File: config.mk
export PLATFORM = sky130hd
export DESIGN_NAME = unary2binary_flat
export DESIGN_NICKNAME = d
export VERILOG_FILES = /design/src/rtl/unary_pkg.sv /design/src/rtl/unary2binary_if.sv /design/src/rtl/u2b_frame_fifo.sv /design/src/rtl/unary2binary.sv /design/src/flat_wrapper.sv
export SDC_FILE = /design/constraint.sdc
export NUM_CORES = 1
export LEC_CHECK = 0
export ABC_AREA = 1
export BUFFER_PORTS_ARGS = -buffer_cell sky130_fd_sc_hd__buf_4
export CORE_UTILIZATION = 37
export DETAILED_ROUTE_END_ITERATION = 10
export GPL_ROUTABILITY_DRIVEN = 0
export HOLD_SLACK_MARGIN = 0.05
export PLACE_DENSITY = 0.6
export SYNTH_ARGS = -nofsm -noshare
export SYNTH_HDL_FRONTEND = slang
export SYNTH_SLANG_ARGS = --single-unit
export TNS_END_PERCENT = 100
File: constraint.sdc
create_clock -name aclk -period 2 [get_ports aclk]
set_input_delay 0 -clock aclk [delete_from_list [all_inputs] [get_ports aclk]]
set_output_delay 0 -clock aclk [all_outputs]
set_load 0.02 [all_outputs]
File: src/rtl/unary_pkg.sv
// -----------------------------------------------------------------------------
// unary_pkg
// Shared definitions for the unary (temporal) coding blocks: default sizing
// constants, the decoder FSM state type and the packed frame layout. The
// binary-to-unary encoder bench imports the same package, so both sides agree
// on the frame format.
// No ports (package).
// -----------------------------------------------------------------------------
package unary_pkg;

  // Default sizing shared by the encoder and decoder.
  localparam int DEF_GAMMA_CYCLE_WIDTH = 16;
  localparam int DEF_VALUE_WIDTH       = 8;
  localparam int DEF_NUM_CHANNELS      = 4;

  // Decoder control state.
  typedef enum logic [0:0] {
    IDLE = 1'b0,
    RUN  = 1'b1
  } state_t;

  // One decoded frame at default sizing. Channel i occupies caps[i]; the mask
  // sits in the low bits so {caps, mask} matches the flat FIFO word.
  typedef struct packed {
    logic [DEF_NUM_CHANNELS-1:0][DEF_VALUE_WIDTH-1:0] caps;
    logic [DEF_NUM_CHANNELS-1:0]                      mask;
  } frame_t;

  // Width of a flat {caps, mask} frame word for arbitrary sizing.
  function automatic int frame_width(input int num_channels, input int value_width);
    return num_channels * (value_width + 1);
  endfunction

endpackage

File: src/rtl/unary2binary_if.sv
// -----------------------------------------------------------------------------
// unary2binary_if
// Valid/ready frame output bus of the unary-to-binary decoder.
//   out_valid      frame available at buffer head (producer -> consumer)
//   out_ready      consumer accepts head frame       (consumer -> producer)
//   binary_output  channel i arrival time in [i*VALUE_WIDTH +: VALUE_WIDTH]
//   spike_mask     bit i set when channel i spiked in the frame
// Modports: master = decoder side, slave = consumer side.
// -----------------------------------------------------------------------------
interface unary2binary_if
  import unary_pkg::*;
#(
  parameter int NUM_CHANNELS = DEF_NUM_CHANNELS,
  parameter int VALUE_WIDTH  = DEF_VALUE_WIDTH
);

  logic                                  out_valid;
  logic                                  out_ready;
  logic [NUM_CHANNELS*VALUE_WIDTH-1:0]   binary_output;
  logic [NUM_CHANNELS-1:0]               spike_mask;

  modport master (
    output out_valid,
    output binary_output,
    output spike_mask,
    input  out_ready
  );

  modport slave (
    input  out_valid,
    input  binary_output,
    input  spike_mask,
    output out_ready
  );

endinterface

File: src/rtl/u2b_frame_fifo.sv
// -----------------------------------------------------------------------------
// u2b_frame_fifo
// Two-entry valid/ready frame buffer with registered head. The head register
// drives the consumer directly, the tail register holds the second frame.
//   clk         clock, posedge
//   rst_n       synchronous active-low reset, empties the buffer
//   push_valid  write push_data this cycle
//   push_data   frame word to store
//   pop_ready   consumer takes the head when head_valid is also set
//   head_valid  buffer not empty
//   head_data   oldest stored frame (zero when empty)
//   drop        one-cycle pulse: push refused because buffer was full
// A push while full is accepted if the head is popped in the same cycle.
// -----------------------------------------------------------------------------
module u2b_frame_fifo #(
  parameter int FRAME_W = 36
) (
  input  logic               clk,
  input  logic               rst_n,
  input  logic               push_valid,
  input  logic [FRAME_W-1:0] push_data,
  input  logic               pop_ready,
  output logic               head_valid,
  output logic [FRAME_W-1:0] head_data,
  output logic               drop
);

  localparam logic [FRAME_W-1:0] ZERO_FRAME = {FRAME_W{1'b0}};

  logic [FRAME_W-1:0] head_q, head_d;
  logic [FRAME_W-1:0] tail_q, tail_d;
  logic               head_vld_q, head_vld_d;
  logic               tail_vld_q, tail_vld_d;
  logic               pop_s;
  logic               drop_s;

  // Next-state of the two slots for every push/pop combination.
  always_comb begin
    head_d     = head_q;
    tail_d     = tail_q;
    head_vld_d = head_vld_q;
    tail_vld_d = tail_vld_q;
    drop_s     = 1'b0;
    pop_s      = head_vld_q & pop_ready;

    if (pop_s) begin
      if (push_valid) begin
        // Pop frees a slot first, so the push always lands.
        if (tail_vld_q) begin
          head_d     = tail_q;
          tail_d     = push_data;
          tail_vld_d = 1'b1;
        end else begin
          head_d     = push_data;
          head_vld_d = 1'b1;
          tail_d     = ZERO_FRAME;
          tail_vld_d = 1'b0;
        end
      end else begin
        // Tail advances into the head; an empty tail leaves a cleared head.
        if (tail_vld_q) begin
          head_d     = tail_q;
          head_vld_d = 1'b1;
        end else begin
          head_d     = ZERO_FRAME;
          head_vld_d = 1'b0;
        end
        tail_d     = ZERO_FRAME;
        tail_vld_d = 1'b0;
      end
    end else begin
      if (push_valid) begin
        if (!head_vld_q) begin
          head_d     = push_data;
          head_vld_d = 1'b1;
        end else if (!tail_vld_q) begin
          tail_d     = push_data;
          tail_vld_d = 1'b1;
        end else begin
          drop_s = 1'b1;
        end
      end else begin
        drop_s = 1'b0;
      end
    end
  end

  // Slot registers with synchronous reset.
  always_ff @(posedge clk) begin
    if (!rst_n) begin
      head_q     <= ZERO_FRAME;
      tail_q     <= ZERO_FRAME;
      head_vld_q <= 1'b0;
      tail_vld_q <= 1'b0;
    end else begin
      head_q     <= head_d;
      tail_q     <= tail_d;
      head_vld_q <= head_vld_d;
      tail_vld_q <= tail_vld_d;
    end
  end

  assign head_valid = head_vld_q;
  assign head_data  = head_q;
  assign drop       = drop_s;

endmodule

File: src/rtl/unary2binary.sv
// -----------------------------------------------------------------------------
// unary2binary
// Temporal decoder placed after the binary-to-unary encoder. A free-running
// gamma-cycle tick counter frames time; the first rising edge seen on each
// spike line in a frame is captured as that line's binary arrival time. At the
// end of every frame the captures are pushed into a 2-entry output buffer.
//   aclk         clock, posedge
//   grst         synchronous active-low reset
//   run          start/continue gamma cycles (acted on at frame boundaries)
//   unary_input  NUM_CHANNELS spike lines, synchronous to aclk
//   gamma_start  registered pulse during tick 0 of every running frame
//   overflow     sticky: a frame was dropped because the buffer was full
//   out_if       valid/ready frame bus (binary_output, spike_mask)
// -----------------------------------------------------------------------------
module unary2binary
  import unary_pkg::*;
#(
  parameter int GAMMA_CYCLE_WIDTH = DEF_GAMMA_CYCLE_WIDTH,
  parameter int VALUE_WIDTH       = DEF_VALUE_WIDTH,
  parameter int NUM_CHANNELS      = DEF_NUM_CHANNELS
) (
  input  logic                    aclk,
  input  logic                    grst,
  input  logic                    run,
  input  logic [NUM_CHANNELS-1:0] unary_input,
  output logic                    gamma_start,
  output logic                    overflow,
  unary2binary_if.master          out_if
);

  localparam int                     FRAME_W   = frame_width(NUM_CHANNELS, VALUE_WIDTH);
  localparam int                     CAP_W     = NUM_CHANNELS * VALUE_WIDTH;
  localparam logic [VALUE_WIDTH-1:0] LAST_TICK = VALUE_WIDTH'(GAMMA_CYCLE_WIDTH - 1);
  localparam logic [VALUE_WIDTH-1:0] ZERO_TICK = {VALUE_WIDTH{1'b0}};
  localparam logic [VALUE_WIDTH-1:0] ONE_TICK  = VALUE_WIDTH'(1'b1);
  localparam logic [CAP_W-1:0]       ZERO_CAP  = {CAP_W{1'b0}};
  localparam logic [NUM_CHANNELS-1:0] ZERO_CH  = {NUM_CHANNELS{1'b0}};

  state_t                  state_q, state_d;
  logic [VALUE_WIDTH-1:0]  tick_q, tick_d;
  logic [NUM_CHANNELS-1:0] prev_q, prev_d;
  logic [CAP_W-1:0]        cap_q, cap_d;
  logic [NUM_CHANNELS-1:0] mask_q, mask_d;
  logic                    gamma_start_q, gamma_start_d;
  logic                    overflow_q, overflow_d;

  logic                    frame_end_s;
  logic [NUM_CHANNELS-1:0] rise_s;
  logic [CAP_W-1:0]        cap_upd_s;
  logic [NUM_CHANNELS-1:0] mask_upd_s;
  logic [FRAME_W-1:0]      push_frame_s;
  logic [FRAME_W-1:0]      head_frame_s;
  logic                    head_valid_s;
  logic                    drop_s;

  // Control FSM and tick counter; run only matters in IDLE and on the last tick.
  always_comb begin
    state_d     = state_q;
    tick_d      = tick_q;
    frame_end_s = 1'b0;
    case (state_q)
      IDLE: begin
        tick_d = ZERO_TICK;
        if (run) begin
          state_d = RUN;
        end else begin
          state_d = IDLE;
        end
      end
      RUN: begin
        if (tick_q == LAST_TICK) begin
          frame_end_s = 1'b1;
          tick_d      = ZERO_TICK;
          if (run) begin
            state_d = RUN;
          end else begin
            state_d = IDLE;
          end
        end else begin
          tick_d  = tick_q + ONE_TICK;
          state_d = RUN;
        end
      end
      default: begin
        state_d = IDLE;
        tick_d  = ZERO_TICK;
      end
    endcase
    // Registered so the pulse coincides with the tick-0 cycle it announces.
    gamma_start_d = (state_d == RUN) && (tick_d == ZERO_TICK);
  end

  // First-edge capture per channel; the updated view includes an edge on the last tick.
  always_comb begin
    rise_s     = unary_input & ~prev_q;
    prev_d     = unary_input;
    cap_upd_s  = cap_q;
    mask_upd_s = mask_q;
    if (state_q == RUN) begin
      for (int i = 0; i < NUM_CHANNELS; i++) begin
        if (rise_s[i] && !mask_q[i]) begin
          cap_upd_s[i*VALUE_WIDTH +: VALUE_WIDTH] = tick_q;
          mask_upd_s[i]                           = 1'b1;
        end else begin
          cap_upd_s[i*VALUE_WIDTH +: VALUE_WIDTH] = cap_q[i*VALUE_WIDTH +: VALUE_WIDTH];
          mask_upd_s[i]                           = mask_q[i];
        end
      end
    end else begin
      cap_upd_s  = cap_q;
      mask_upd_s = mask_q;
    end
  end

  // Frame commit: push the completed captures and clear them for the next frame.
  always_comb begin
    push_frame_s = {cap_upd_s, mask_upd_s};
    if (frame_end_s) begin
      cap_d  = ZERO_CAP;
      mask_d = ZERO_CH;
    end else begin
      cap_d  = cap_upd_s;
      mask_d = mask_upd_s;
    end
    overflow_d = overflow_q | drop_s;
  end

  // Decoder state registers with synchronous reset.
  always_ff @(posedge aclk) begin
    if (!grst) begin
      state_q       <= IDLE;
      tick_q        <= ZERO_TICK;
      prev_q        <= ZERO_CH;
      cap_q         <= ZERO_CAP;
      mask_q        <= ZERO_CH;
      gamma_start_q <= 1'b0;
      overflow_q    <= 1'b0;
    end else begin
      state_q       <= state_d;
      tick_q        <= tick_d;
      prev_q        <= prev_d;
      cap_q         <= cap_d;
      mask_q        <= mask_d;
      gamma_start_q <= gamma_start_d;
      overflow_q    <= overflow_d;
    end
  end

  u2b_frame_fifo #(
    .FRAME_W (FRAME_W)
  ) u_fifo (
    .clk        (aclk),
    .rst_n      (grst),
    .push_valid (frame_end_s),
    .push_data  (push_frame_s),
    .pop_ready  (out_if.out_ready),
    .head_valid (head_valid_s),
    .head_data  (head_frame_s),
    .drop       (drop_s)
  );

  assign out_if.out_valid     = head_valid_s;
  assign out_if.binary_output = head_frame_s[FRAME_W-1:NUM_CHANNELS];
  assign out_if.spike_mask    = head_frame_s[NUM_CHANNELS-1:0];
  assign gamma_start          = gamma_start_q;
  assign overflow             = overflow_q;

endmodule

File: src/flat_wrapper.sv
// flat-port wrapper written by rule: the top's interface ports become plain ports
module unary2binary_flat import unary_pkg::*;
#(
  parameter int GAMMA_CYCLE_WIDTH = DEF_GAMMA_CYCLE_WIDTH,
  parameter int VALUE_WIDTH       = DEF_VALUE_WIDTH,
  parameter int NUM_CHANNELS      = DEF_NUM_CHANNELS
)
  (aclk, grst, run, unary_input, gamma_start, overflow, out_if_out_valid, out_if_binary_output, out_if_spike_mask, out_if_out_ready);
  unary2binary_if #(.NUM_CHANNELS(NUM_CHANNELS), .VALUE_WIDTH(VALUE_WIDTH)) out_if_i ();
  input  logic aclk;
  input  logic grst;
  input  logic run;
  input  logic [NUM_CHANNELS-1:0] unary_input;
  output logic gamma_start;
  output logic overflow;
  output wire logic [$bits(out_if_i.out_valid)-1:0] out_if_out_valid;
  output wire logic [$bits(out_if_i.binary_output)-1:0] out_if_binary_output;
  output wire logic [$bits(out_if_i.spike_mask)-1:0] out_if_spike_mask;
  input wire logic [$bits(out_if_i.out_ready)-1:0] out_if_out_ready;
  assign out_if_out_valid = out_if_i.out_valid;
  assign out_if_binary_output = out_if_i.binary_output;
  assign out_if_spike_mask = out_if_i.spike_mask;
  assign out_if_i.out_ready = out_if_out_ready;
  unary2binary #(.GAMMA_CYCLE_WIDTH(GAMMA_CYCLE_WIDTH), .VALUE_WIDTH(VALUE_WIDTH), .NUM_CHANNELS(NUM_CHANNELS)) u_core (.aclk(aclk), .grst(grst), .run(run), .unary_input(unary_input), .gamma_start(gamma_start), .overflow(overflow), .out_if(out_if_i));
endmodule
# == Yosys cells after proc, flatten, opt, wreduce, memory -nomap -nowiden ==
# Index checks and enable logic that the tools add are counted.
# totals
regBits,125
input_bits,8
wordCells,77
# op_classes
add_sub_neg,1
n_eq_ne,3
n_mux,40
bitwise_logic,6
n_reduce_logical,16
# ops
operator,n
36-bit two-way mux,11
8-bit two-way mux,5
32-bit two-way mux,1
1-bit two-way mux,20
8-bit case mux with 2 select lines,1
"8-bit by 1-bit adder with 8-bit output, second input constant",1
"8-bit by 4-bit equality test with 1-bit output, second input constant",1
8-bit logical NOT,1
2-bit AND reduction,3
1-bit logical AND,5
4-bit bitwise AND,1
1-bit logical NOT,4
4-bit two-way mux,1
4-bit inverter,1
2-bit nonzero test,2
"3-bit inequality test, second input constant",1
"2-bit by 1-bit inequality test with 1-bit output, second input constant",1
1-bit inverter,2
1-bit case mux with 2 select lines,1
2-bit OR reduction,1
1-bit bitwise AND,1
1-bit bitwise OR,1

# == Depth between registers and ports, before layout ==
# depth
ltp_word,9
depth_mapped,12
ltp_nobuf,10

# == Modules after synthesis ==
# A second synthesis with hierarchy kept.
# hier_totals
hier_cells,1123
hier_area_um2,6945.4
# by_module_without_submodules
module,n_inst,cells_each,area_each_um2,seq_area_each_um2
u2b_frame_fifo,1,799,4744.6,1481.4
unary2binary,1,324,2200.9,1021.0

# == Least setup slack after synthesis ==
# Ideal clock, no wire load.
# synth_timing
path_kind,reg2reg
startpoint,register u_core.tick_q[1]
endpoint,register u_core.u_fifo.tail_q[0]
arrival_time_ns,1.540
path_slack_ns,0.348
stages_incl_launch_ff,12
n_path_buf,1
path_cell_list,dfxtp_1 ha_1 nand3_4 nor2_8 nand2_4 nand2_2 nand2_4 clkinv_4 buf_6 nand2_1 nor2_1 nor2_1
# synth_via
elab_chain_len,5
# synth_lines
element,line,source
start: declaration,unary2binary.sv:40,"logic [VALUE_WIDTH-1:0] tick_q, tick_d;"
start signal: assignment,unary2binary.sv:140,tick_q <= tick_d;
8-bit by 4-bit equality test with 1-bit output (*),unary2binary.sv:71,if (tick_q == LAST_TICK) begin
1-bit two-way mux (*),unary2binary.sv:71,
1-bit two-way mux (*),unary2binary.sv:61,case (state_q)
36-bit two-way mux / 2-bit nonzero test (equally long branches),n/a,
36-bit two-way mux / 2-bit AND reduction (equally long branches),n/a,
end signal: assignment,u2b_frame_fifo.sv:97,tail_q <= tail_d;
end: declaration,u2b_frame_fifo.sv:31,"logic [FRAME_W-1:0] tail_q, tail_d;"
# Every way passes the cells marked *; elsewhere a longest branch is shown, timed or not.
# A chain may end at the register's enable or synchronous reset.

# == Worst setup path in the final report ==
# layout_timing
startpoint,register u_core.tick_q[1]
endpoint,register u_core.u_fifo.tail_q[22]
# Same word-level chain as after synthesis.

==> out/qor.csv <==
metric,value,unit
startpoint_type,flip-flop,
clock-skew-final,0.00647,ns
finalSetupViolations,0,
wl_met2,7.96,mm
final_hold_viol_count,0,
wl_per_cell,13.7,um
slew_headroom,71.5,%
netlist_area,6370,um2
drt-met1-wl,8.64,mm
cts_inserted_buffers,17,
finalCritPeriodShare,91.0,%
grt-ovfl-total,0,
dp_slack,0.202,ns
via_per_inst,4.88,
grt_pass1_wl,29.1,mm
highest_layer,met4,
via_count,6275,
ctsResizeCount,0,
multi_input_area,3210,um2
grt_max_degree,53,
fill_cells,1790,
syn-instance-count,991,
coreArea,16700,um2
p_leak,3.60,nW
ys_types,30,
root_buffer,clkbuf_16,
clockBufferDepth,2,
grt_setup_unrepaired,no,
async_reset_ff_share,0,%
end_kind,flip-flop,
antenna_found_initial,0,
maxCapViolCount,0,
diodes,0,
hpwl,11.7,mm
seqPwrFrac,43.7,%
switching_power,1.36,mW
netSwitchingFraction,23.5,%
dr_wl_met3,846,um
start_util,38.1,%
firstDrtPassIters,5,
seq_area_frac_synth,39.3,%
setup_ws,0.181,ns
grt_pass1_vias,5742,
cts.sinks,125,
cts-htree-levels,4,
ir_worst_vdd,0.000595,V
tns,0,ns
synth-edff-count,0,
port_buffers,46,
cp.required,2.35,ns
fmax,550,MHz
avgSynthCellArea,6.43,um2
drt-initial-drc-count,363,
finalMaxSlewViolations,0,
nets,1061,
drive_above_1_share,12.7,%
syn-num-nets,1000,
register_area,2500,um2
pwr-share-clk,50.0,%
combPwrFrac,6.3,%
ant_nets,0,
remaining_drc_errors,0,
cts.clk_slew.worst_paths,0.06,ns
track_usage,20.7,%
cts_tree,yes,
wl,17.7,mm
io_pins,47,
criticalPathCategory,reg2reg,
min_period,1.82,ns
worstPathArrival,2.17,ns
clk_latency,0.42,ns
synth-seq-cells,125,
worstMarginPinSlew,0.427,ns
hold_class,in2reg,
outcome,finished clean,
die_w,133,um
holdWs,0.317,ns
fp-row-count,47,
dieArea,17700,um2
internal_power,4.45,mW
p_per_area,752,nW/um2
ys.flop_type,dfxtp_1,
die_h,133,um
syn_to_final_growth,21.2,%
yosysWarnings,0,
critical_path_peak_fanout,24,
[power by group through the flow]
stage | clock network, mW | logic, mW | registers [mW]
after global placement | 0 | 0.353 | 2.59
after detailed placement | 0 | 0.351 | 2.59
final | 2.91 | 0.365 | 2.54
after global routing | 3.08 | 0.415 | 2.54
after floorplan | 0 | 0.240 | 2.59
after CTS | 2.95 | 0.365 | 2.54
[cells in the mapped netlist, types with 5 or more instances]
master / number / area share [%]
nand3_1: 89 / 7.0
o21ai_0: 86 / 6.8
nor2_1: 124 / 7.3
buf_6: 5 / 0.88
nand2_2: 7 / 0.69
and2_1: 17 / 1.7
a21oi_1: 80 / 6.3
nand4_1: 17 / 1.7
o21ai_1: 7 / 0.55
clkbuf_1: 30 / 1.8
inv_1: 100 / 5.9
nand2_1: 266 / 16
dfxtp_1: 125 / 39
buf_2: 13 / 1.0
[layout make-up]
type	count	area share (%)
inverters	104	5.12
repair buffers	94	10.2
multi-input cells	710	41.6
flip-flops and latches	125	32.4
well taps	220	3.56
clock inverters	7	0.810
clock buffers	25	6.29
[repair_timing]
| item | 4_1_cts | 5_1_grt |
|---|---|---|
| setup buffers | 0 | 0 |
| endpoints found under the hold margin | 18 | 0 |
| hold buffers | 8 | 0 |
[path summary, 6_finish.rpt]
check	slack (ns)	depth (start not counted)	to	start
setup / recovery	0.18	10	u_core.u_fifo.tail_q[22]	u_core.tick_q[1]
hold / removal	0.32	4	u_core.prev_q[0]	unary_input[0]
setup reg to reg	0.18	10	u_core.u_fifo.tail_q[22]	u_core.tick_q[1]
hold reg to reg	0.48	2	u_core.overflow	u_core.overflow
[worst max-delay path, cell delays in order, from the launching register on]
cell     delay, ns
dfxtp_1       0.39
ha_1          0.27
nand3_4       0.14
nor2_8        0.18
nand2_4       0.11
nand2_2       0.09
nand2_4       0.08
buf_4         0.23
nand2_1       0.09
nand2_1       0.06
a21oi_1       0.12
[routing by layer]
layer | GRT usage, % | vias to the layer above
li1 | - | 3295
met1 | 27.7 | 2815
met2 | 33.5 | 147
met3 | 4.45 | 18
met4 | 5.68 | 0
met5 | 0 | -
[per-stage QoR]
step	utilization, %	instances	area [um2]	total power, mW
global route	46.2	1285	7720	6.03
global placement	42.5	1245	7090	2.94
finish	46.2	1285	7720	5.81
CTS	46.2	1285	7720	5.85
detailed placement	42.5	1245	7090	2.94
floorplan	-	991	6370	2.83
[cell families after synthesis]
group | share of synthesized area, %
adder cells (fa/ha/maj) | 0.196
AO/OA/AOI/OAI | 13.8
buffers and inverters | 10.3
flip-flops | 39.3
XOR/XNOR | 0.137
AND/OR/NAND/NOR | 36.3
[flip-flops by register name, indices dropped and copies added (netlist names), 4 cells and up]
| signal | cells |
|---|---|
| u_core.cap_q | 32 |
| u_core.u_fifo.tail_q | 36 |
| u_core.mask_q | 4 |
| u_core.u_fifo.head_data | 36 |
| u_core.prev_q | 4 |
| u_core.tick_q | 8 |
[layout by cell type, fill, tap and decap left out, drive strengths merged, types with 7 or more instances in the layout]
master	count
nand2	275
nor2	130
dfxtp	125
inv	102
o21ai	93
nand3	92
buf	86
a21oi	81
clkbuf	25
and2	17
nand4	17
dlygate4sd3	8
clkinv	7
Power figures use the tool's default switching activity.
